**src/rtl/mix_pkg.sv**
```systemverilog
// rtl/mix_pkg.sv - MIX memory-map widths and MOVE sequencer state encoding
package mix_pkg;

  localparam int ADDR_W    = 12;
  localparam int MEM_WORDS = 4000;
  localparam int LEN_W     = 6;

  typedef enum logic [1:0] {
    ST_IDLE   = 2'd0,
    ST_LOAD   = 2'd1,
    ST_STORE  = 2'd2,
    ST_FINISH = 2'd3
  } mov_state_e;

endpackage

```
**src/rtl/mov_unit_if.sv**
```systemverilog
// rtl/mov_unit_if.sv - MOVE request and memory-strobe bundle (fault only with MOV_RANGE_CHECK_EN)
interface mov_unit_if;
  import mix_pkg::*;

  logic              start;
  logic [ADDR_W-1:0] addressin;
  logic [ADDR_W-1:0] destin;
  logic [LEN_W-1:0]  len;
  logic [ADDR_W-1:0] addressout;
  logic              load;
  logic              store;
  logic              busy;
  logic              done;
`ifdef MOV_RANGE_CHECK_EN
  logic              fault;

  modport master (
    output start, addressin, destin, len,
    input  addressout, load, store, busy, done, fault
  );

  modport slave (
    input  start, addressin, destin, len,
    output addressout, load, store, busy, done, fault
  );
`else
  modport master (
    output start, addressin, destin, len,
    input  addressout, load, store, busy, done
  );

  modport slave (
    input  start, addressin, destin, len,
    output addressout, load, store, busy, done
  );
`endif

endinterface

```
**src/rtl/mov_unit.sv**
```systemverilog
// rtl/mov_unit.sv - MIX MOVE address sequencer: LOAD/STORE strobe pairs, ascending order
// Optional MOV_RANGE_CHECK_EN suppresses strobes above the last memory word and raises fault.
module mov_unit
  import mix_pkg::*;
(
  input  logic      clk,
  input  logic      reset,
  mov_unit_if.slave bus
);

  mov_state_e        r_state;
  logic [ADDR_W-1:0] r_src;
  logic [ADDR_W-1:0] r_dst;
  logic [LEN_W-1:0]  r_count;

  logic [LEN_W-1:0]  w_count_dec;
  logic [ADDR_W-1:0] w_addr;
  logic              w_in_load;
  logic              w_in_store;
  logic              w_accept;

  assign w_count_dec = r_count - LEN_W'(1);
  assign w_in_load   = (r_state == ST_LOAD);
  assign w_in_store  = (r_state == ST_STORE);
  assign w_accept    = (r_state == ST_IDLE) && bus.start;
  assign w_addr      = w_in_store ? r_dst : r_src;

  always_ff @(posedge clk) begin
    if (reset) begin
      r_state <= ST_IDLE;
      r_src   <= '0;
      r_dst   <= '0;
      r_count <= '0;
    end else begin
      case (r_state)
        ST_IDLE: begin
          if (bus.start) begin
            r_src   <= bus.addressin;
            r_dst   <= bus.destin;
            r_count <= bus.len;
            r_state <= (bus.len != '0) ? ST_LOAD : ST_FINISH;
          end
        end
        ST_LOAD: begin
          r_state <= ST_STORE;
        end
        ST_STORE: begin
          // Plain 12-bit adds: addresses wrap modulo 4096.
          r_src   <= r_src + ADDR_W'(1);
          r_dst   <= r_dst + ADDR_W'(1);
          r_count <= w_count_dec;
          r_state <= (w_count_dec != '0) ? ST_LOAD : ST_FINISH;
        end
        default: begin
          r_state <= ST_IDLE;
        end
      endcase
    end
  end

  assign bus.addressout = w_addr;
  assign bus.busy       = w_in_load | w_in_store;
  assign bus.done       = (r_state == ST_FINISH);

`ifdef MOV_RANGE_CHECK_EN
  logic w_out_of_range;
  logic w_blocked;
  logic r_fault;

  assign w_out_of_range = (w_addr >= ADDR_W'(MEM_WORDS));
  assign w_blocked      = (w_in_load | w_in_store) & w_out_of_range;

  always_ff @(posedge clk) begin
    if (reset) begin
      r_fault <= 1'b0;
    end else if (w_accept) begin
      r_fault <= 1'b0;
    end else if (w_blocked) begin
      r_fault <= 1'b1;
    end
  end

  // Fault shows in the very cycle of the first suppressed strobe, then stays sticky.
  assign bus.load  = w_in_load & ~w_out_of_range;
  assign bus.store = w_in_store & ~w_out_of_range;
  assign bus.fault = r_fault | w_blocked;
`else
  logic w_unused_accept;

  assign w_unused_accept = w_accept;
  assign bus.load        = w_in_load;
  assign bus.store       = w_in_store;
`endif

endmodule

```
**src/flat_wrapper.sv**
```systemverilog
// flat-port wrapper written by rule: the top's interface ports become plain ports
module mov_unit_flat import mix_pkg::*;
  (clk, reset, bus_start, bus_addressin, bus_destin, bus_len, bus_addressout, bus_load, bus_store, bus_busy, bus_done);
  mov_unit_if bus_i ();
  input  logic clk;
  input  logic reset;
  input wire logic [$bits(bus_i.start)-1:0] bus_start;
  input wire logic [$bits(bus_i.addressin)-1:0] bus_addressin;
  input wire logic [$bits(bus_i.destin)-1:0] bus_destin;
  input wire logic [$bits(bus_i.len)-1:0] bus_len;
  output wire logic [$bits(bus_i.addressout)-1:0] bus_addressout;
  output wire logic [$bits(bus_i.load)-1:0] bus_load;
  output wire logic [$bits(bus_i.store)-1:0] bus_store;
  output wire logic [$bits(bus_i.busy)-1:0] bus_busy;
  output wire logic [$bits(bus_i.done)-1:0] bus_done;
  assign bus_i.start = bus_start;
  assign bus_i.addressin = bus_addressin;
  assign bus_i.destin = bus_destin;
  assign bus_i.len = bus_len;
  assign bus_addressout = bus_i.addressout;
  assign bus_load = bus_i.load;
  assign bus_store = bus_i.store;
  assign bus_busy = bus_i.busy;
  assign bus_done = bus_i.done;
  mov_unit u_core (.clk(clk), .reset(reset), .bus(bus_i));
endmodule
```
**config.mk**
```make
export PLATFORM = sky130hd
export DESIGN_NAME = mov_unit_flat
export DESIGN_NICKNAME = d
export VERILOG_FILES = /design/src/rtl/mix_pkg.sv /design/src/rtl/mov_unit_if.sv /design/src/rtl/mov_unit.sv /design/src/flat_wrapper.sv
export SDC_FILE = /design/constraint.sdc
export NUM_CORES = 1
export LEC_CHECK = 0
export CELL_PAD_IN_SITES_DETAIL_PLACEMENT = 0
export CELL_PAD_IN_SITES_GLOBAL_PLACEMENT = 1
export CORE_MARGIN = 10
export CORE_UTILIZATION = 39
export CTS_BUF_LIST = sky130_fd_sc_hd__clkbuf_16
export DETAILED_ROUTE_END_ITERATION = 12
export PLACE_DENSITY_LB_ADDON = 0.2
export SLEW_MARGIN = 20
export SYNTH_ARGS = -nofsm -noshare
export SYNTH_HDL_FRONTEND = slang
export SYNTH_SLANG_ARGS = --single-unit
```
**constraint.sdc**
```tcl
create_clock -name clk -period 3.8 [get_ports clk]
set_input_delay 0.76 -clock clk [delete_from_list [all_inputs] [get_ports clk]]
set_output_delay 0.76 -clock clk [all_outputs]
set_load 0.02 [all_outputs]
```
Word-level counts from Yosys, hierarchy flattened
Index checks and enable logic that the tools add are counted.
{"block": "totals", "register_bits": 32, "out_inout_bits": 16, "word_cells": 28}
{"block": "classes", "addsub": 3, "eq_ne": 4, "muxes": 11, "n_bitwise": 1, "reduce_logical": 5}
{"cell": "$pmux W12 S2", "n": 2}
{"cell": "$mux W12", "n": 3}
{"cell": "$add A12 B1 Y12 const B", "n": 2}
{"cell": "$pmux W6 S2", "n": 1}
{"cell": "$reduce_bool A6 Y1", "n": 2}
{"cell": "$mux W2", "n": 3}
{"cell": "$mux W6", "n": 1}
{"cell": "$pmux W2 S3", "n": 1}
{"cell": "$sub A6 B1 Y6 const B", "n": 1}
{"cell": "$eq A2 B2 Y1 const B", "n": 2}
{"cell": "$eq A2 B1 Y1 const B", "n": 1}
{"cell": "$logic_not A2 Y1", "n": 1}
{"cell": "$ne A2 B2 Y1 const B", "n": 1}
{"cell": "$reduce_and A2 Y1", "n": 1}
{"cell": "$reduce_bool A2 Y1", "n": 1}
{"cell": "$or A1 B1 Y1", "n": 1}

Depth between registers and ports, before layout
{"block": "depth", "word_depth": 4, "mapped_depth": 9, "ltp_nobuf": 6}

Worst setup path before layout
OpenSTA, ideal clock, no wires.
{"block": "synth_path", "path_type": "flip-flop to output port", "startpoint": "register u_core.r_state[0]", "endpoint": "output port bus_addressout[11]", "arrival_time_ps": 1720, "t_required_ps": 3040, "path_slack_ps": 1320, "stages_incl_launch_ff": 7, "n_path_buf": 3, "path_cell_list": "dfxtp_1 > inv_1 > ha_1 > buf_2 > buf_2 > clkbuf_1 > o21ai_0"}
{"block": "synth_via", "elab_chain_len": 2}
{"element": "start: declaration", "line": "mov_unit.sv:11", "rtl": "mov_state_e r_state;"}
{"element": "start signal: assignment", "line": "mov_unit.sv:41", "rtl": "r_state <= (bus.len != '0) ? ST_LOAD : ST_FINISH;"}
{"element": "start signal: assignment", "line": "mov_unit.sv:52", "rtl": "r_state <= (w_count_dec != '0) ? ST_LOAD : ST_FINISH;"}
{"element": "$eq A2 B2 Y1", "line": "mov_unit.sv:24", "rtl": "assign w_in_store = (r_state == ST_STORE);"}
{"element": "named net bus_store", "line": "flat_wrapper.sv:13", "rtl": "output wire logic [$bits(bus_i.store)-1:0] bus_store;"}
{"element": "$mux W12", "line": "mov_unit.sv:26", "rtl": "assign w_addr = w_in_store ? r_dst : r_src;"}
{"element": "end: declaration", "line": "flat_wrapper.sv:11", "rtl": "output wire logic [$bits(bus_i.addressout)-1:0] bus_addressout;"}
The timed path passes the listed nets, and every way through them passes these cells.

Final worst setup path
{"block": "layout_path", "startpoint": "register u_core.r_state[0]", "endpoint": "output port bus_addressout[4]"}
{"block": "layout_via", "elab_chain_len": 2}
{"element": "$eq A2 B2 Y1", "line": "mov_unit.sv:24"}
{"element": "$mux W12", "line": "mov_unit.sv:26"}
Every way passes these cells.

==> run summary <==
- **outcome** finished, final reports clean
- **CTS tree** done
- **chain of cells forming the critical path** inv_1 -> ha_2 -> mux2_2 -> clkdlybuf4s50_1
- **Max rail drop VDD** 0.195 mV
- **Post-Route Skew** 0.00363 ns
- **fraction of final layout cells with drive strength greater than 1** 8.79%
- **post-route worst hold slack** 0.492 ns
- **primary flip-flop cell chosen by synthesis mapping** sky130_fd_sc_hd__dfxtp_1
- **pin count of the biggest net entering global routing** 31
- **top-level port count** 49
- **critical path class** flip-flop to output port
- **setup bufs post-CTS** 0
- **overall routed net length** 6400 um
- **data required time at the worst endpoint** 3.04 ns
- **worst reg2reg path depth** 8
- **hold buffer count at cts** 0
- **unrepaired setup endpoints after global routing** no
- **fill cell total of the finished layout** 569
- **Die Span Y** 95.4 um
- **remaining number of nets flagged by the antenna check after routing** 0
- **vias in the first global route** 2210
- **detailed-route wire length per cell** 15.9 um
- **Yosys warnings** 0
- **Clock transition at path regs** 0.05 ns
- **worst slew pin tran** 0.925 ns
- **final design area excluding fillers** 0.00286 sq mm
- **maximum fanout along the worst path** 30
- **wire length of the first global-routing pass** 10900 um
- **half-perimeter wire length after detailed placement** 4550 um
- **total placed instance area** 0.00272 sq mm
- **core area** 0.00551 sq mm
- **buffers added on ports** 48
- **n_diodes** 0
- **detailed router's first-iteration violation count** 90
- **number of standard cells in the final layout excluding fillers** 402
- **Die Span X** 95.4 um
- **final RePlAce weighted congestion** 0.786
- **P&R area growth vs syn** 29.0%
- **# placed instances** 395
- **Congestion Overflow GR** 0
- **Fmax achieved** 0.334 GHz
- **Startpoint Class** flip-flop
- **Max transition margin** 38.3%
- **sequential fraction of the synthesis area** 28.9%
- **Clock Root Buffer** sky130_fd_sc_hd__clkbuf_16
- **final hold vios** 0
- **Worst Hold Class** flip-flop to flip-flop
- **post-layout min period** 2.99 ns
- **distinct cell type count of the synthesized netlist** 47
- **arrival time reported for the critical path endpoint** 2.23 ns
- **number of maximum-capacitance violations** 0
- **CP max-delay cell** sky130_fd_sc_hd__ha_2
- **count of H-tree levels built during CTS** 2
- **net total in the final layout** 371
- **type of element capturing the critical path** output port
- **post-route setup TNS** 0 ns
- **synthesis-stage register bit count** 32
- **count of flip-flops with a built-in enable after synthesis** 0
- **initial core utilization** 40.2%
- **combined global-route utilization of all metal layers** 14.8%
- **static leakage** 0.965 nW
- **first-pass detailed-route iteration total** 4
- **initial antenna violation count** 0
- **count of clock tree sinks** 32
- **TritonCTS buffer count** 5
- **number of cells traversed by the worst hold path** 2
- **period utilisation layout** 78.8%
- **Final setup violation count** 0
- **standard-cell rows** 27
- **PnR Total Power** 1.13 mW
- **vias per cell** 5.61
- **Post-Syn Nets** 332
- **Die Outline Area** 0.00909 sq mm
- **total power density per cell area** 395 mW/mm^2
- **post-synth design cell area** 0.00221 sq mm
- **Resized cells post-CTS** 0
- **count of unresolved DRC violations after routing** 0
- **CTS Buffer Depth** 2
- **top cells by area in the synthesized netlist** sky130_fd_sc_hd__dfxtp_1 (29%), sky130_fd_sc_hd__a21oi_1 (6.3%), sky130_fd_sc_hd__mux2_2 (6.1%)
- **proportion of netlist area held by the largest area contributor** 28.9%
- **Final Max Tran Viols** 0
- **post-synthesis async set-or-reset flop share** 0%
- **gate count after technology mapping** 291
- **Clock Latency Late Sink** 0.27 ns
- **vias after detailed routing** 2254
- **peak per-stage delay on the critical path** 0.57 ns
- **per-instance average area after synthesis** 7.61 sq um
- **cell type contributing the most total cell area after synthesis** sky130_fd_sc_hd__dfxtp_1
[cells in the final DEF, fill, tap and decap left out, types with 2 or more instances in the layout]
master,count
sky130_fd_sc_hd__nor4b_1,3
sky130_fd_sc_hd__and3_1,2
sky130_fd_sc_hd__nand4b_1,3
sky130_fd_sc_hd__o22ai_1,3
sky130_fd_sc_hd__mux2i_1,2
sky130_fd_sc_hd__nor3_1,11
sky130_fd_sc_hd__a22oi_1,3
sky130_fd_sc_hd__nand3_1,9
sky130_fd_sc_hd__a21o_1,4
sky130_fd_sc_hd__nand3b_1,4
sky130_fd_sc_hd__clkbuf_16,5
sky130_fd_sc_hd__a311oi_1,2
sky130_fd_sc_hd__inv_1,12
sky130_fd_sc_hd__nand2_1,22
sky130_fd_sc_hd__nor2_1,22
sky130_fd_sc_hd__o21a_1,3
sky130_fd_sc_hd__nor4_1,12
sky130_fd_sc_hd__clkdlybuf4s50_1,48
sky130_fd_sc_hd__o31ai_1,4
sky130_fd_sc_hd__o21ai_0,24
sky130_fd_sc_hd__mux2_2,12
sky130_fd_sc_hd__buf_4,6
sky130_fd_sc_hd__o2bb2ai_1,3
sky130_fd_sc_hd__nor2b_1,9
sky130_fd_sc_hd__a21oi_1,28
sky130_fd_sc_hd__a31oi_1,4
sky130_fd_sc_hd__dfxtp_1,32
sky130_fd_sc_hd__nand4_1,5
sky130_fd_sc_hd__ha_1,7
sky130_fd_sc_hd__a211oi_1,6
sky130_fd_sc_hd__nand2b_1,4
[sequential cells by signal, indices dropped and copies added (netlist names)]
name,count
u_core.r_count,6
u_core.r_dst,12
u_core.r_src,12
u_core.r_state,2
[power breakdown]
part | internal (mW) | leakage [nW] | total (mW) | switching [mW]
Combinational | 0.161 | 0.631 | 0.333 | 0.172
Clock | 0.235 | 0.0709 | 0.373 | 0.138
Sequential | 0.373 | 0.264 | 0.422 | 0.0488
[worst max-delay path: cells and delay by family (launching register included)]
kind | cells | cell delay, ns
adder cells (fa/ha/maj) | 1 | 0.57
buffers and inverters | 2 | 0.64
multiplexers | 1 | 0.41
flip-flops | 1 | 0.34
[Yosys cell counts (5+ instances only)]
cell type and count:
sky130_fd_sc_hd__nor3_1 11, sky130_fd_sc_hd__mux2_2 12, sky130_fd_sc_hd__o21ai_0 24, sky130_fd_sc_hd__a21oi_1 28, sky130_fd_sc_hd__a211oi_1 6, sky130_fd_sc_hd__nor2b_1 9, sky130_fd_sc_hd__ha_1 8, sky130_fd_sc_hd__nor4_1 12
sky130_fd_sc_hd__nand4_1 5, sky130_fd_sc_hd__clkbuf_1 8, sky130_fd_sc_hd__nor2_1 22, sky130_fd_sc_hd__nand3_1 9, sky130_fd_sc_hd__dfxtp_1 32, sky130_fd_sc_hd__nand2_1 22, sky130_fd_sc_hd__inv_1 11, sky130_fd_sc_hd__buf_2 11
[path summary, 6_finish.rpt]
| path | startpoint | to | slack (ns) |
|---|---|---|---|
| worst min register to register | u_core.r_count[5] | u_core.r_count[5] | 0.49 |
| worst max register to register | u_core.r_state[0] | u_core.r_dst[2] | 1.23 |
| worst max-delay path | u_core.r_state[0] | bus_addressout[4] | 0.81 |
| worst min-delay path | u_core.r_count[5] | u_core.r_count[5] | 0.49 |
[stage by stage]
step           util, %  setup slack (ns)
3_5_place_dp      49.5              1.09
5_1_grt           51.9             0.693
3_3_place_gp      49.5              1.12
2_1_floorplan        -              1.32
6_report          51.9             0.807
4_1_cts           51.9             0.793
[final cells by class]
class	count	area [sq um]	area share, %
well taps	72	90.1	3.15
inverters	11	41.3	1.44
flip-flops and latches	32	641	22.4
clock inverters	2	8.76	0.306
repair buffers	54	526	18.4
multi-input cells	226	1430	49.9
clock buffers	5	125	4.38
[routing by layer]
layer	GRT usage [%]	part of all wire [%]	up-vias
met4	4.11	0.77	0
met5	0	0	-
li1	-	-	1151
met2	22.5	45	45
met1	19.7	48	1054
met3	4.32	6.3	4
[logic make-up after synthesis]
kind of cell	synth area share [%]
AND/OR/NAND/NOR	26.2
AO/OA/AOI/OAI	25.1
buffers and inverters	6.78
flip-flops	28.9
multiplexers	7.63
adder cells (fa/ha/maj)	4.52
XOR/XNOR	0.791
(Power assumes the default switching activity.)
